File: config.mk
export PLATFORM = sky130hd
export DESIGN_NAME = fib_seq_gen
export DESIGN_NICKNAME = d
export VERILOG_FILES = /design/src/rtl/fib_seq_gen.sv
export SDC_FILE = /design/constraint.sdc
export NUM_CORES = 1
export LEC_CHECK = 0
export ABC_AREA = 1
export CAP_MARGIN = 20
export CORE_AREA = 2 2 121 123
export CTS_CLUSTER_SIZE = 25
export DETAILED_ROUTE_END_ITERATION = 12
export DIE_AREA = 0 0 123 125
export DONT_BUFFER_PORTS = 1
export SLEW_MARGIN = 5
export SYNTH_ARGS = -nofsm -noshare
export SYNTH_HDL_FRONTEND = slang
export SYNTH_SLANG_ARGS = --single-unit
File: constraint.sdc
create_clock -name clk -period 1.6 [get_ports clk]
set_input_delay 0.32 -clock clk [delete_from_list [all_inputs] [get_ports clk]]
set_output_delay 0.32 -clock clk [all_outputs]
set_load 0.05 [all_outputs]
File: src/rtl/fib_seq_gen.sv
// fib_seq_gen: Fibonacci-class sequence generator with programmable seeds,
// term count, valid/ready output stream, overflow tagging and optional
// saturation.
//
// Optional feature macro: FIB_SEQ_GEN_INDEX_EN adds out_index (0-based term index).
//
// Ports:
//   clk, rst           clock (rising edge), asynchronous active-high reset
//   start              one-cycle burst request, sampled only in IDLE
//   seed0, seed1       first and second terms, captured on accepted start
//   term_count         number of terms to emit (0 = request ignored)
//   out_valid/ready    output stream handshake
//   out_data           current term
//   out_last           high with the final term of a burst
//   busy               high while a burst is running
//   ovf                sticky overflow flag for the current/last burst
//   out_index          (FIB_SEQ_GEN_INDEX_EN only) index of the current term
module fib_seq_gen #(
  parameter int unsigned WIDTH    = 16,
  parameter int unsigned CNT_W    = 8,
  parameter int unsigned SATURATE = 0
) (
  input  logic             clk,
  input  logic             rst,
  input  logic             start,
  input  logic [WIDTH-1:0] seed0,
  input  logic [WIDTH-1:0] seed1,
  input  logic [CNT_W-1:0] term_count,
  output logic             out_valid,
  input  logic             out_ready,
  output logic [WIDTH-1:0] out_data,
  output logic             out_last,
  output logic             busy,
`ifdef FIB_SEQ_GEN_INDEX_EN
  output logic [CNT_W-1:0] out_index,
`endif
  output logic             ovf
);

  typedef enum logic {IDLE = 1'b0, RUN = 1'b1} state_t;

  state_t           state, state_nxt;
  logic [WIDTH-1:0] a, b;
  logic             a_ovf, b_ovf;
  logic [CNT_W-1:0] remaining;

  logic             accept_c, hs_c, final_c;
  logic [WIDTH:0]   sum_c;
  logic [WIDTH-1:0] next_c;

  // Widened sum so the carry out of the top bit is visible.
  assign sum_c  = {1'b0, a} + {1'b0, b};
  assign next_c = ((SATURATE != 0) && sum_c[WIDTH]) ? {WIDTH{1'b1}} : sum_c[WIDTH-1:0];

  assign out_data = a;

  // State register.
  always_ff @(posedge clk or posedge rst) begin
    if (rst) state <= IDLE;
    else     state <= state_nxt;
  end

  // Next-state and control decode.
  always_comb begin
    state_nxt = state;
    accept_c  = 1'b0;
    hs_c      = 1'b0;
    final_c   = 1'b0;
    case (state)
      IDLE: begin
        accept_c = start && (term_count != '0);
        if (accept_c) state_nxt = RUN;
      end
      RUN: begin
        hs_c    = out_ready;
        final_c = out_ready && (remaining == CNT_W'(1));
        if (final_c) state_nxt = IDLE;
      end
      default: state_nxt = IDLE;
    endcase
  end

  // Term pipeline, counters and registered stream outputs.
  always_ff @(posedge clk or posedge rst) begin
    if (rst) begin
      a         <= '0;
      b         <= '0;
      a_ovf     <= 1'b0;
      b_ovf     <= 1'b0;
      remaining <= '0;
      out_valid <= 1'b0;
      out_last  <= 1'b0;
      busy      <= 1'b0;
      ovf       <= 1'b0;
    end else if (accept_c) begin
      a         <= seed0;
      b         <= seed1;
      a_ovf     <= 1'b0;
      b_ovf     <= 1'b0;
      remaining <= term_count;
      out_valid <= 1'b1;
      out_last  <= (term_count == CNT_W'(1));
      busy      <= 1'b1;
      ovf       <= 1'b0;
    end else if (hs_c) begin
      remaining <= remaining - CNT_W'(1);
      if (final_c) begin
        // a keeps the last term so out_data holds it in IDLE.
        out_valid <= 1'b0;
        out_last  <= 1'b0;
        busy      <= 1'b0;
      end else begin
        a         <= b;
        a_ovf     <= b_ovf;
        b         <= next_c;
        b_ovf     <= sum_c[WIDTH] | a_ovf | b_ovf;
        out_last  <= (remaining == CNT_W'(2));
        // ovf rises together with the first tagged term reaching out_data.
        ovf       <= ovf | b_ovf;
      end
    end
  end

`ifdef FIB_SEQ_GEN_INDEX_EN
  // Index of the term currently presented.
  always_ff @(posedge clk or posedge rst) begin
    if (rst)           out_index <= '0;
    else if (accept_c) out_index <= '0;
    else if (hs_c)     out_index <= out_index + CNT_W'(1);
  end
`endif

endmodule

==> flow_summary.toml <==
[outcome]
outcome = "complete, but fails checks"
violations = "negative setup slack"

[final_layout]
drive_gt1_frac = 0.348
finalNetCount = 657
fillCellCount = 1483
final_common_cell = "nand2_1"
areaGrowthSynthToFinish_pct = 49.5
design_area_mm2 = 0.00513
final_cell_mix = "nand2_1, inv_1, buf_4, dfrtp_1, nor2_1"

[routing]
drc_errors = 0
vias = 3455
wl_met3_um = 797
detail-route-antenna-nets = 0
wirelength_mm = 11.0
via_per_inst = 4.42
route.layer.met1.wl_mm = 5.08
first_iter_violations = 178
route.met2.wl_mm = 5.04
wl_per_cell_um = 14.1
dr.pass1.iters = 4
top_layer = "met4"

[run]
max_cap_violations = 0

[global_route]
overflow = 0
grt_pass1_wl_mm = 16.4
grt_pass1_vias = 3254
grt_max_degree = 47
track_usage = 0.134
antenna_found_initial = 4

[critical_path]
worstSetupPathType = "flop to flop"
critPathLaunchType = "flop"
rr_startpoint = "out_data[0]$_DFFE_PP0P_"
cp_data_arrival_time_ns = 1.88
r2r_end = "b_ovf$_DFFE_PP0P_"
reg2reg_slack_ns = -0.05
cp.required_ns = 1.82
cp_max_fo = 3
end_kind = "flop"
r2r_cells = 12

[hold_path]
hold_depth = 2
min_to = "remaining[6]$_DFFE_PP0P_"
hp-class = "input pin to flop"
min-delay-start = "term_count[6]"

[sta]
slew_viol_final = 0
finalWorstSetupSlack_ns = -0.0550
max_slew_margin = 0.670
skew_ns = 0.00869
tightest_slew_ns = 0.496
fmax_mhz = 604
finalSetupViolations = 6
fin_crit_sh = 1.03
finalHoldViolations = 0
rsz0062_at_grt = "yes"
post-route-min-period_ns = 1.65

[logic_synthesis]
synth_top_family_by_area = "simple AND/OR/NAND/NOR gates"
ys_types = 32
muxShareOfSynthArea = 0
synth_cells = 509
syn-cell-area_mm2 = 0.00343
synth_nets = 573
synthAdderAreaFrac = 0.0751
synthXorXnorAreaFrac = 0.0153
yosys_warnings = 0
syn_avg_cell_area_um2 = 6.74
synth_compound_area_frac = 0.0973
ys_seq_elements = 46
synth-simple-area-share = 0.357
yosysSeqAreaShare = 0.335

[die]
row_count = 44
die_h_um = 125
io_pins = 64
core_mm2 = 0.0142
initial_utilization = 0.242
die_w_um = 123
die-area_mm2 = 0.0154

[clock_tree]
clk_latency_ns = 0.29
cts_tree = "done"
clkSinkCount = 46
cts_buffers = 5
clk_pin_slew_ns = 0.07
clock_path_buffers = 2
cts.htree.levels = 2
root_buffer = "clkbuf_16"

[place]
numPortBuffers = 0
placed_cell_area_mm2 = 0.00434
hpwl_mm = 7.53
place.gp.congestion = 0.802

[pwr]
p_leak_uw = 0.00260
p_total_uw = 12400
peakVddDrop_uv = 625
powerDensity_mw_per_mm2 = 2420
-- area by class of cell --
| type | instances | area [um^2] | area share |
|---|---|---|---|
| Clock inverter | 2 | 13.8 | 0.00268 |
| Timing Repair Buffer | 91 | 877 | 0.171 |
| Clock buffer | 6 | 129 | 0.0251 |
| Inverter | 82 | 313 | 0.0610 |
| Antenna cell | 4 | 10.0 | 0.00195 |
| Tap cell | 184 | 230 | 0.0449 |
| Sequential cell | 46 | 1170 | 0.228 |
| Multi-Input combinational cell | 367 | 2390 | 0.465 |
-- power breakdown --
group          switching [uW]  internal, uW  total, uW  leakage (uW)
clock                     477           581       1060     0.0000709
sequential                529          1760       2290      0.000539
combinational            5080          4000       9080       0.00199
total                    6090          6340      12400       0.00260
-- synthesized netlist by cell type, drive strengths merged --
cell    instances  area (um^2)
or2            17          106
o21ai          14         70.1
buf            13         95.1
nor3            6         35.0
xor2            5         43.8
xnor2           1         8.76
nand3          35          188
inv            82          308
fa              1         20.0
ha             19          238
and2            1         6.26
nor4            2         12.5
clkbuf          2         7.51
o221ai          3         26.3
nor2           33          126
o22ai           1         6.26
nand4           3         18.8
o211ai         22          165
nand2         192          733
a21oi          11         66.3
dfrtp          46         1150
-- cells by family (layout without fill, tap and decap cells) --
group / after synthesis / after routing
buffers and inverters: 97 / 181
xor gates and xnor gates: 6 / 6
and+or+nand+nor: 289 / 289
adders and majority gates: 20 / 20
DFF: 46 / 46
AOI/OAI and AO/OA: 51 / 52
other: 0 / 4
-- worst max-delay path, stage by stage, from the launching register on --
cell and delay [ns]:
dfrtp_2 0.39, ha_4 0.14, inv_2 0.03, fa_2 0.35, inv_2 0.08, nand3_2 0.08, nand3_4 0.09, nand2_2 0.06
nand2_2 0.07, nand2_1 0.07, nand3_2 0.06, nand2_1 0.06, a21oi_2 0.11
-- metal layers --
layer  vias up  track usage
li1       1770            -
met1      1607        0.180
met2        71        0.213
met3         7       0.0474
met4         0       0.0194
met5         -            0
-- through the flow --
step | std cells | hold WS [ns] | setup TNS, ns | worst slack [ns] | util
after floorplan | 509 | 0.441 | -0.646 | -0.133 | -
after global placement | 746 | 0.282 | -5.94 | -0.261 | 0.305
after detailed placement | 746 | 0.285 | -6.57 | -0.297 | 0.305
after CTS | 765 | 0.149 | -0.235 | -0.0622 | 0.328
after global routing | 781 | 0.156 | -1.99 | -0.188 | 0.361
final | 782 | 0.155 | -0.146 | -0.0550 | 0.361
-- what timing repair did --
action                                 in CTS  in global routing
gates resized for setup                    16                 76
endpoints found under the hold margin      46                  0
pin swaps                                  10                 29
hold buffers                                1                  0
setup endpoints to repair                  34                 36
buffers inserted                            9                  9
cloned                                      1                  4
-- worst max-delay path by stage --
stage | startpoint | end
4_1_cts | out_data[0]$_DFFE_PP0P_ | b_ovf$_DFFE_PP0P_
3_5_place_dp | remaining[0]$_DFFE_PP0P_ | ovf$_DFFE_PP0P_
5_1_grt | b[0]$_DFFE_PP0P_ | b_ovf$_DFFE_PP0P_
6_report | out_data[0]$_DFFE_PP0P_ | b_ovf$_DFFE_PP0P_
3_3_place_gp | remaining[0]$_DFFE_PP0P_ | ovf$_DFFE_PP0P_
2_1_floorplan | out_data[0]$_DFFE_PP0P_ | b_ovf$_DFFE_PP0P_
Note: power is estimated with default switching activity, not from simulation.
